<file path="config.mk">
export PLATFORM = sky130hd
export DESIGN_NAME = pipelined_adder
export DESIGN_NICKNAME = d
export VERILOG_FILES = /design/src/rtl/pipelined_adder.sv
export SDC_FILE = /design/constraint.sdc
export NUM_CORES = 1
export LEC_CHECK = 0
export CELL_PAD_IN_SITES_DETAIL_PLACEMENT = 0
export CELL_PAD_IN_SITES_GLOBAL_PLACEMENT = 1
export CORE_ASPECT_RATIO = 1.2
export CORE_MARGIN = 5
export CORE_UTILIZATION = 50
export DETAILED_ROUTE_END_ITERATION = 6
export DONT_BUFFER_PORTS = 1
export PLACE_DENSITY_LB_ADDON = 0.25
export SLEW_MARGIN = 20
export SYNTH_ARGS = -nofsm -noshare
export SYNTH_HDL_FRONTEND = slang
export SYNTH_SLANG_ARGS = --single-unit
</file>
<file path="constraint.sdc">
create_clock -name clock -period 8.97 [get_ports clock]
set_clock_uncertainty 0.2 [all_clocks]
set_input_delay 1.3455 -clock clock [delete_from_list [all_inputs] [get_ports clock]]
set_output_delay 1.3455 -clock clock [all_outputs]
set_load 0.01 [all_outputs]
</file>
<file path="src/rtl/pipelined_adder.sv">
// Pipelined ripple-carry adder/subtractor: WIDTH bits split into STAGES carry-registered slices.
// Optional PIPE_OVF_EN adds a signed-overflow output aligned with sum.
module pipelined_adder #(
    parameter int WIDTH  = 16,
    parameter int STAGES = 4
) (
    input  logic             clock,
    input  logic             reset,
    input  logic             in_valid,
    output logic             in_ready,
    input  logic [WIDTH-1:0] a,
    input  logic [WIDTH-1:0] b,
    input  logic             c_in,
    input  logic             sub,
    output logic             out_valid,
    input  logic             out_ready,
    output logic [WIDTH-1:0] sum,
    output logic             c_out
`ifdef PIPE_OVF_EN
    ,
    output logic             ovf
`endif
);

    localparam int CHUNK = WIDTH / STAGES;

    // Handshake: a transfer happens on a side when its valid and ready are both
    // high at the rising edge. The whole pipe advances together whenever the
    // output register is empty or being consumed, so in_ready mirrors advance.
    logic             advance;
    logic             last_valid;
    logic [WIDTH-1:0] b_eff;
    logic             cin_eff;

    assign b_eff    = sub ? ~b : b;
    assign cin_eff  = sub | c_in;
    assign advance  = out_ready | ~last_valid;
    assign in_ready = advance;

    for (genvar k = 0; k < STAGES; k++) begin : g_stage
        localparam int IW = WIDTH - k * CHUNK;  // operand bits still to be added
        localparam int SW = (k + 1) * CHUNK;    // sum bits completed after this slice

        logic [IW-1:0]  op_a;
        logic [IW-1:0]  op_b;
        logic           cin;
        logic           vin;
        logic [CHUNK:0] slice;
        logic [SW-1:0]  sum_d;
        logic [SW-1:0]  sum_q;
        logic           valid_q;
        logic           carry_q;

        if (k == 0) begin : g_head
            assign op_a  = a;
            assign op_b  = b_eff;
            assign cin   = cin_eff;
            assign vin   = in_valid;
            assign sum_d = slice[CHUNK-1:0];
        end else begin : g_body
            assign op_a  = g_stage[k-1].g_ops.a_q;
            assign op_b  = g_stage[k-1].g_ops.b_q;
            assign cin   = g_stage[k-1].carry_q;
            assign vin   = g_stage[k-1].valid_q;
            assign sum_d = {slice[CHUNK-1:0], g_stage[k-1].sum_q};
        end

        assign slice = {1'b0, op_a[CHUNK-1:0]} + {1'b0, op_b[CHUNK-1:0]}
                     + {{CHUNK{1'b0}}, cin};

        always_ff @(posedge clock or posedge reset) begin
            if (reset) begin
                valid_q <= 1'b0;
                carry_q <= 1'b0;
                sum_q   <= '0;
            end else if (advance) begin
                valid_q <= vin;
                carry_q <= slice[CHUNK];
                sum_q   <= sum_d;
            end
        end

        // Upper operand slices travel with the partial sum; the last slice needs none.
        if (k < STAGES - 1) begin : g_ops
            logic [IW-CHUNK-1:0] a_q;
            logic [IW-CHUNK-1:0] b_q;

            always_ff @(posedge clock or posedge reset) begin
                if (reset) begin
                    a_q <= '0;
                    b_q <= '0;
                end else if (advance) begin
                    a_q <= op_a[IW-1:CHUNK];
                    b_q <= op_b[IW-1:CHUNK];
                end
            end
        end

`ifdef PIPE_OVF_EN
        if (k == STAGES - 1) begin : g_ovf
            logic msb_carry;
            logic ovf_q;

            // Carry into the MSB recovered from the MSB's own sum bit.
            assign msb_carry = op_a[IW-1] ^ op_b[IW-1] ^ slice[CHUNK-1];

            always_ff @(posedge clock or posedge reset) begin
                if (reset) begin
                    ovf_q <= 1'b0;
                end else if (advance) begin
                    ovf_q <= msb_carry ^ slice[CHUNK];
                end
            end
        end
`endif
    end

    assign last_valid = g_stage[STAGES-1].valid_q;
    assign out_valid  = last_valid;
    assign sum        = g_stage[STAGES-1].sum_q;
    assign c_out      = g_stage[STAGES-1].carry_q;
`ifdef PIPE_OVF_EN
    assign ovf        = g_stage[STAGES-1].g_ovf.ovf_q;
`endif

endmodule

</file>
==> reports/metrics.cfg, run 1 <==
[run_status]
status=finished clean

[pwr]
leakage_nw=2.28
p_per_area_nw_per_um2=338
ir_drop_uv=194

[yosys]
synth_adder_area_share_pct=7.35
syn-num-nets=507
yosys.area_share.simple_pct=21.3
ys.flop_type=dfrtp_1
synth_cells=449
netlist_area_um2=4220
synth_seq_cells=96
synth_edf_count=0
yosys.area_share.xor_xnor_pct=4.77
synthArstFlopShare_pct=100
yosysWarningCount=0
yosysSeqAreaShare_pct=56.9
synth_mux_area_share_pct=0
synth_cell_types=22
post_synth.cell_area_avg_um2=9.40
synth-compound-area-share_pct=5.81
synth_top_family_by_area=simple AND/OR/NAND/NOR gates

[clocking]
cts_tree=built
cts_resized=0
cts_setup_buffers=0
cts_root_buf=clkbuf_8
clk_pin_slew_ps=90
cts_made_buffers=9
clk_latency_ps=360
clock_sinks=96
ctsHtreeMaxLevel=3
clk_path_buf_depth=2
postCtsHoldBufs=0

[timing]
layout_setup_ws_ps=5480
period_share_pct=38.9
hold_viol=0
worst_pin_slew_ps=982
rsz0062_at_grt=no
setup_viol_count_final=0
holdWs_ps=273
slew_headroom_pct=34.6
setup_tns_ps=0
fmax_mhz=287
min_period_ps=3490
drv_slew=0

[finish]
drive_above_1_share_pct=5.15
antenna_cells=0
area_delta_synth_final_pct=6.40
fill_cells=807
fin_util_pct=54.8
seqCellArea_um2=2400
multi_input_area_um2=1660
fin_nets=500

[setup_path]
critPathMaxFanout=45
crit_family=buffers and inverters
critPathArrivalTime_ps=1940
slowest_stage=buf_4
crit_buf_inv=2
crit_path_end_kind=primary output
slowest_delay_ps=390
path_cells=nor2b_4 -> buf_4 -> inv_2
worst-endpoint-required_ps=7420
startpoint_type=input pin
worstSetupPathType=in -> out

[global_routing]
grt_pass1_vias=2735
antenna_found_initial=0
grt-ovfl-total=0
grt_pass1_wl_um=12500
grt_usage_pct=15.1
grt_max_degree=91

[place]
io_buffer_count=0
place_congestion=0.742
dpl_worst_slack_ps=5470
dpl.hpwl_um=4560

[routing]
drtIter0Drc=112
drt-vias-per-instance=4.78
dr.pass1.iters=4
postRouteAntennaNets=0
dr_total_vias=2682
avgRoutedWirePerCell_um=12.4
drc=0
routed_wl_um=6950

[floorplanning]
ios=57
die_w_um=93.9
dieArea_um2=10400
core_area_um2=8200
initial_core_util_pct=51.5
die_y_um=111
rows=36

[run]
maxCapViolCount=0

[worst_hold_path]
hold_path_class=reg -> reg

## Yosys cell counts, types with 2 or more instances
library cell / number / area share [%]
nand2_1: 216 / 19
a21oi_1: 14 / 1.7
nor2_1: 12 / 1.1
xor2_1: 9 / 1.9
o21ai_0: 22 / 2.6
nor2b_1: 3 / 0.44
buf_4: 2 / 0.36
xnor2_1: 14 / 2.9
inv_1: 9 / 0.80
buf_2: 17 / 2.0
ha_1: 12 / 3.6
dfrtp_1: 96 / 57
a21o_1: 5 / 0.89
buf_6: 2 / 0.53
o21a_1: 2 / 0.36
fa_1: 8 / 3.8
## per-stage QoR
step	total power [mW]	area [um2]	instances
5_1_grt	1.68	4490	561
4_1_cts	1.55	4490	561
3_5_place_dp	1.24	4270	545
6_report	1.52	4490	561
3_3_place_gp	1.22	4270	545
2_1_floorplan	1.14	4220	449
## tightest hold or removal path, stage by stage, from the launching register on
cell	delay, ps
dfrtp_1	350
nand2_1	50
nand2_1	40
## registers in the layout, indices dropped and copies added, names as in the netlist
| signal | cells |
|---|---|
| sum | 16 |
| g_stage.g_ops.b_q | 24 |
| g_stage.valid_q | 3 |
| out_valid | 1 |
| g_stage.carry_q | 3 |
| g_stage.sum_q | 24 |
| c_out | 1 |
| g_stage.g_ops.a_q | 24 |
## power by group
part | switching, mW | internal [mW] | total, mW
Sequential | 0.129 | 0.625 | 0.754
Combinational | 0.264 | 0.194 | 0.458
Clock | 0.148 | 0.158 | 0.307
## area by class of cell
cell class	instances	share of cell area, %
clock buffers	10	2.84
inverters	10	0.891
flip-flops and latches	96	53.5
repair buffers	4	0.668
well taps	114	3.17
multi-input cells	321	36.9
clock inverters	6	2.09
## placed cells by master (no fill, tap or decap), types with 2 or more instances in the layout
master / count
a21o_1: 5
a21oi_1: 14
buf_4: 4
bufinv_16: 2
clkbuf_8: 9
clkinv_4: 3
dfrtp_1: 96
fa_1: 8
ha_1: 12
inv_1: 8
nand2_1: 216
nor2_1: 12
nor2b_1: 3
o21a_1: 2
o21ai_0: 22
xnor2_1: 14
xor2_1: 9
## worst paths after layout
path / start / end / slack (ps) / cells after the start
worst max-delay path: out_ready / in_ready / 5480 / 3
worst min register to register: g_stage[1].sum_q[4] / g_stage[1].sum_q[4] / 270 / 2
worst max register to register: out_valid / g_stage[0].g_ops.a_q[1] / 6740 / 6
worst min-delay path: g_stage[1].sum_q[4] / g_stage[1].sum_q[4] / 270 / 2
min in group asynchronous: reset / sum[2] / 570 / 1
max in group asynchronous: reset / g_stage[1].g_ops.b_q[2] / 6770 / 2
## layer usage
layer  GRT usage (%)  routed length (um)  vias to the layer above
li1                -                   -                     1387
met1            20.2                3350                     1229
met2            22.5                3060                       52
met3            3.94                 372                       14
met4            8.09                 165                        0
met5               0                   0                        -
## logic make-up (layout without fill, tap and decap cells)
family                     after synthesis  in the layout
AOI/OAI and AO/OA                       44             44
buffers and inverters                   32             30
adders and majority gates               20             20
DFF                                     96             96
xor gates and xnor gates                23             23
and+or+nand+nor                        234            234
Note: power is estimated with default switching activity, not from simulation.
==> inputs of run 2 (changes only) <==
Settings changed: CORE_UTILIZATION 50 to 48.
Clock period 8.97 ns to 3.6 ns, I/O delays scaled along.
==> reports/metrics.cfg, run 2 (synthesis gave the netlist of run 1 again) <==
[timing]
worst_pin_slew_ps=967  ; -15.0 ps
setup_viol_count_final=0  ; unchanged
hold_viol=0  ; unchanged
fmax_mhz=429
period_share_pct=64.8
slew_headroom_pct=35.6  ; +1.0 points
rsz0062_at_grt=no
setup_tns_ps=0  ; unchanged
min_period_ps=2330
drv_slew=0  ; unchanged

[routing]
avgRoutedWirePerCell_um=13.0  ; +4.5%
dr_total_vias=2684  ; +0.075%
drtIter0Drc=118  ; +5.4%
postRouteAntennaNets=0  ; unchanged
dr.pass1.iters=4  ; unchanged
drc=0  ; unchanged
drt-vias-per-instance=4.74  ; -0.81%
routed_wl_um=7330  ; +5.5%

[finish]
fin_util_pct=52.1  ; -2.7 points
final_cell_mix=nand2_1 (216), dfrtp_1 (96), o21ai_0 (22)
fin_nets=503  ; +0.60%
antenna_cells=0  ; unchanged
area_delta_synth_final_pct=6.28
final_common_cell=nand2_1
drive_above_1_share_pct=5.12  ; -0.023 points
reg.largest.list=g_stage.g_ops.a_q x24, g_stage.g_ops.b_q x24, g_stage.sum_q x24

[pwr]
leakage_nw=2.28  ; about the same
p_per_area_nw_per_um2=831  ; +150%
ir_drop_uv=667  ; +240%

[clocking]
clk_path_buf_depth=2  ; unchanged
cts_made_buffers=9  ; unchanged
cts_root_buf=clkbuf_8
clk_latency_ps=360  ; about the same
cts_resized=0  ; unchanged
cts_tree=built
clock_sinks=96  ; unchanged
clk_pin_slew_ps=90  ; about the same
ctsHtreeMaxLevel=3  ; unchanged

[global_routing]
grt_usage_pct=15.5  ; +0.33 points
grt_pass1_vias=2795  ; +2.2%
grt-ovfl-total=0  ; unchanged
grt_max_degree=102  ; +12%
antenna_found_initial=0  ; unchanged
grt_pass1_wl_um=13000  ; +4.5%

[setup_path]
critPathMaxFanout=49  ; +8.9%
worst-endpoint-required_ps=2860  ; -4560 ps
critPathArrivalTime_ps=1590  ; -350 ps
setup.worst_path.start=out_valid
crit_buf_inv=1  ; -1
slowest_stage=inv_2
crit_path_end_kind=primary output
r2r-start=out_valid
startpoint_type=flip-flop
worstSetupPathType=reg -> out
path_cells=nor2b_4 -> inv_2
crit_family=buffers and inverters
slowest_delay_ps=630  ; +240 ps

[worst_hold_path]
hold_path_class=in -> reg
worstHoldStart=a[7]

[floorplanning]
core_area_um2=8610  ; +5.0%
rows=37  ; +2.8%
dieArea_um2=10800  ; +3.8%
ios=57  ; unchanged
initial_core_util_pct=49.0  ; -2.5 points
die_w_um=95.6  ; +1.8%
die_y_um=113  ; +1.9%

[place]
dpl.hpwl_um=4810  ; +5.5%
place_congestion=0.783  ; +5.5%
io_buffer_count=0  ; unchanged

[run_status]
status=finished clean

[run]
maxCapViolCount=0  ; unchanged

[run 2: changes by cell type in the layout (fill, tap and decap cells not counted), sizes merged]
cell / delta
bufinv: -1
clkinv: -2
dlygate4sd3: +1
clkbuf: +2
buf: +2
[run 2: final timing paths]
kind                                      endpoint  cells past startpoint  slack (ps)
setup / recovery                          in_ready                      2        1270
hold / removal             g_stage[0].g_ops.a_q[3]                      2          90
setup reg to reg               g_stage[0].sum_q[0]                      5        1510
hold reg to reg                g_stage[2].sum_q[7]                      2         270
max in group asynchronous  g_stage[1].g_ops.b_q[6]                      3        1920
min in group asynchronous                  sum[13]                      2         530
[run 2: what timing repair did]
| action | CTS | global route |
|---|---|---|
| hold endpoints to repair | 47 | 0 |
| hold buffers | 1 | 0 |
| setup buffers | 0 | 0 |
[run 2: final cells by class]
type                    count  area (um2)
multi-input cells         321        1660
inverters                  10        40.0
clock buffers              12         145
repair buffers              7        55.1
fillers                   853        4120
clock inverters             3        42.5
flip-flops and latches     96        2400
well taps                 117         146
[run 2: through the flow]
step                worst slack, ps  hold slack, ps  power [mW]  std cells  area [um2]
floorplan                       355             230        2.83        449        4220
global placement               1480             247        3.04        550        4290
detailed placement             1440             256        3.09        550        4290
CTS                            1230            68.1        3.80        566        4490
global route                   1160            76.3        4.10        566        4490
finish                         1270            90.8        3.73        566        4490
[run 2: per-layer routing]
metal | vias to the layer above | part of all wire [%] | GRT usage (%)
met5 | - | 0 | 0
met4 | 0 | 1.9 | 6.74
met3 | 10 | 5.4 | 4.45
met2 | 57 | 44 | 23.1
met1 | 1230 | 48 | 21.0
li1 | 1387 | - | -
[run 2: report_power, final]
group	switching (mW)	total (mW)	internal, mW
sequential	0.324	1.88	1.56
combinational	0.669	1.16	0.489
clock	0.355	0.691	0.336
total	1.35	3.73	2.38
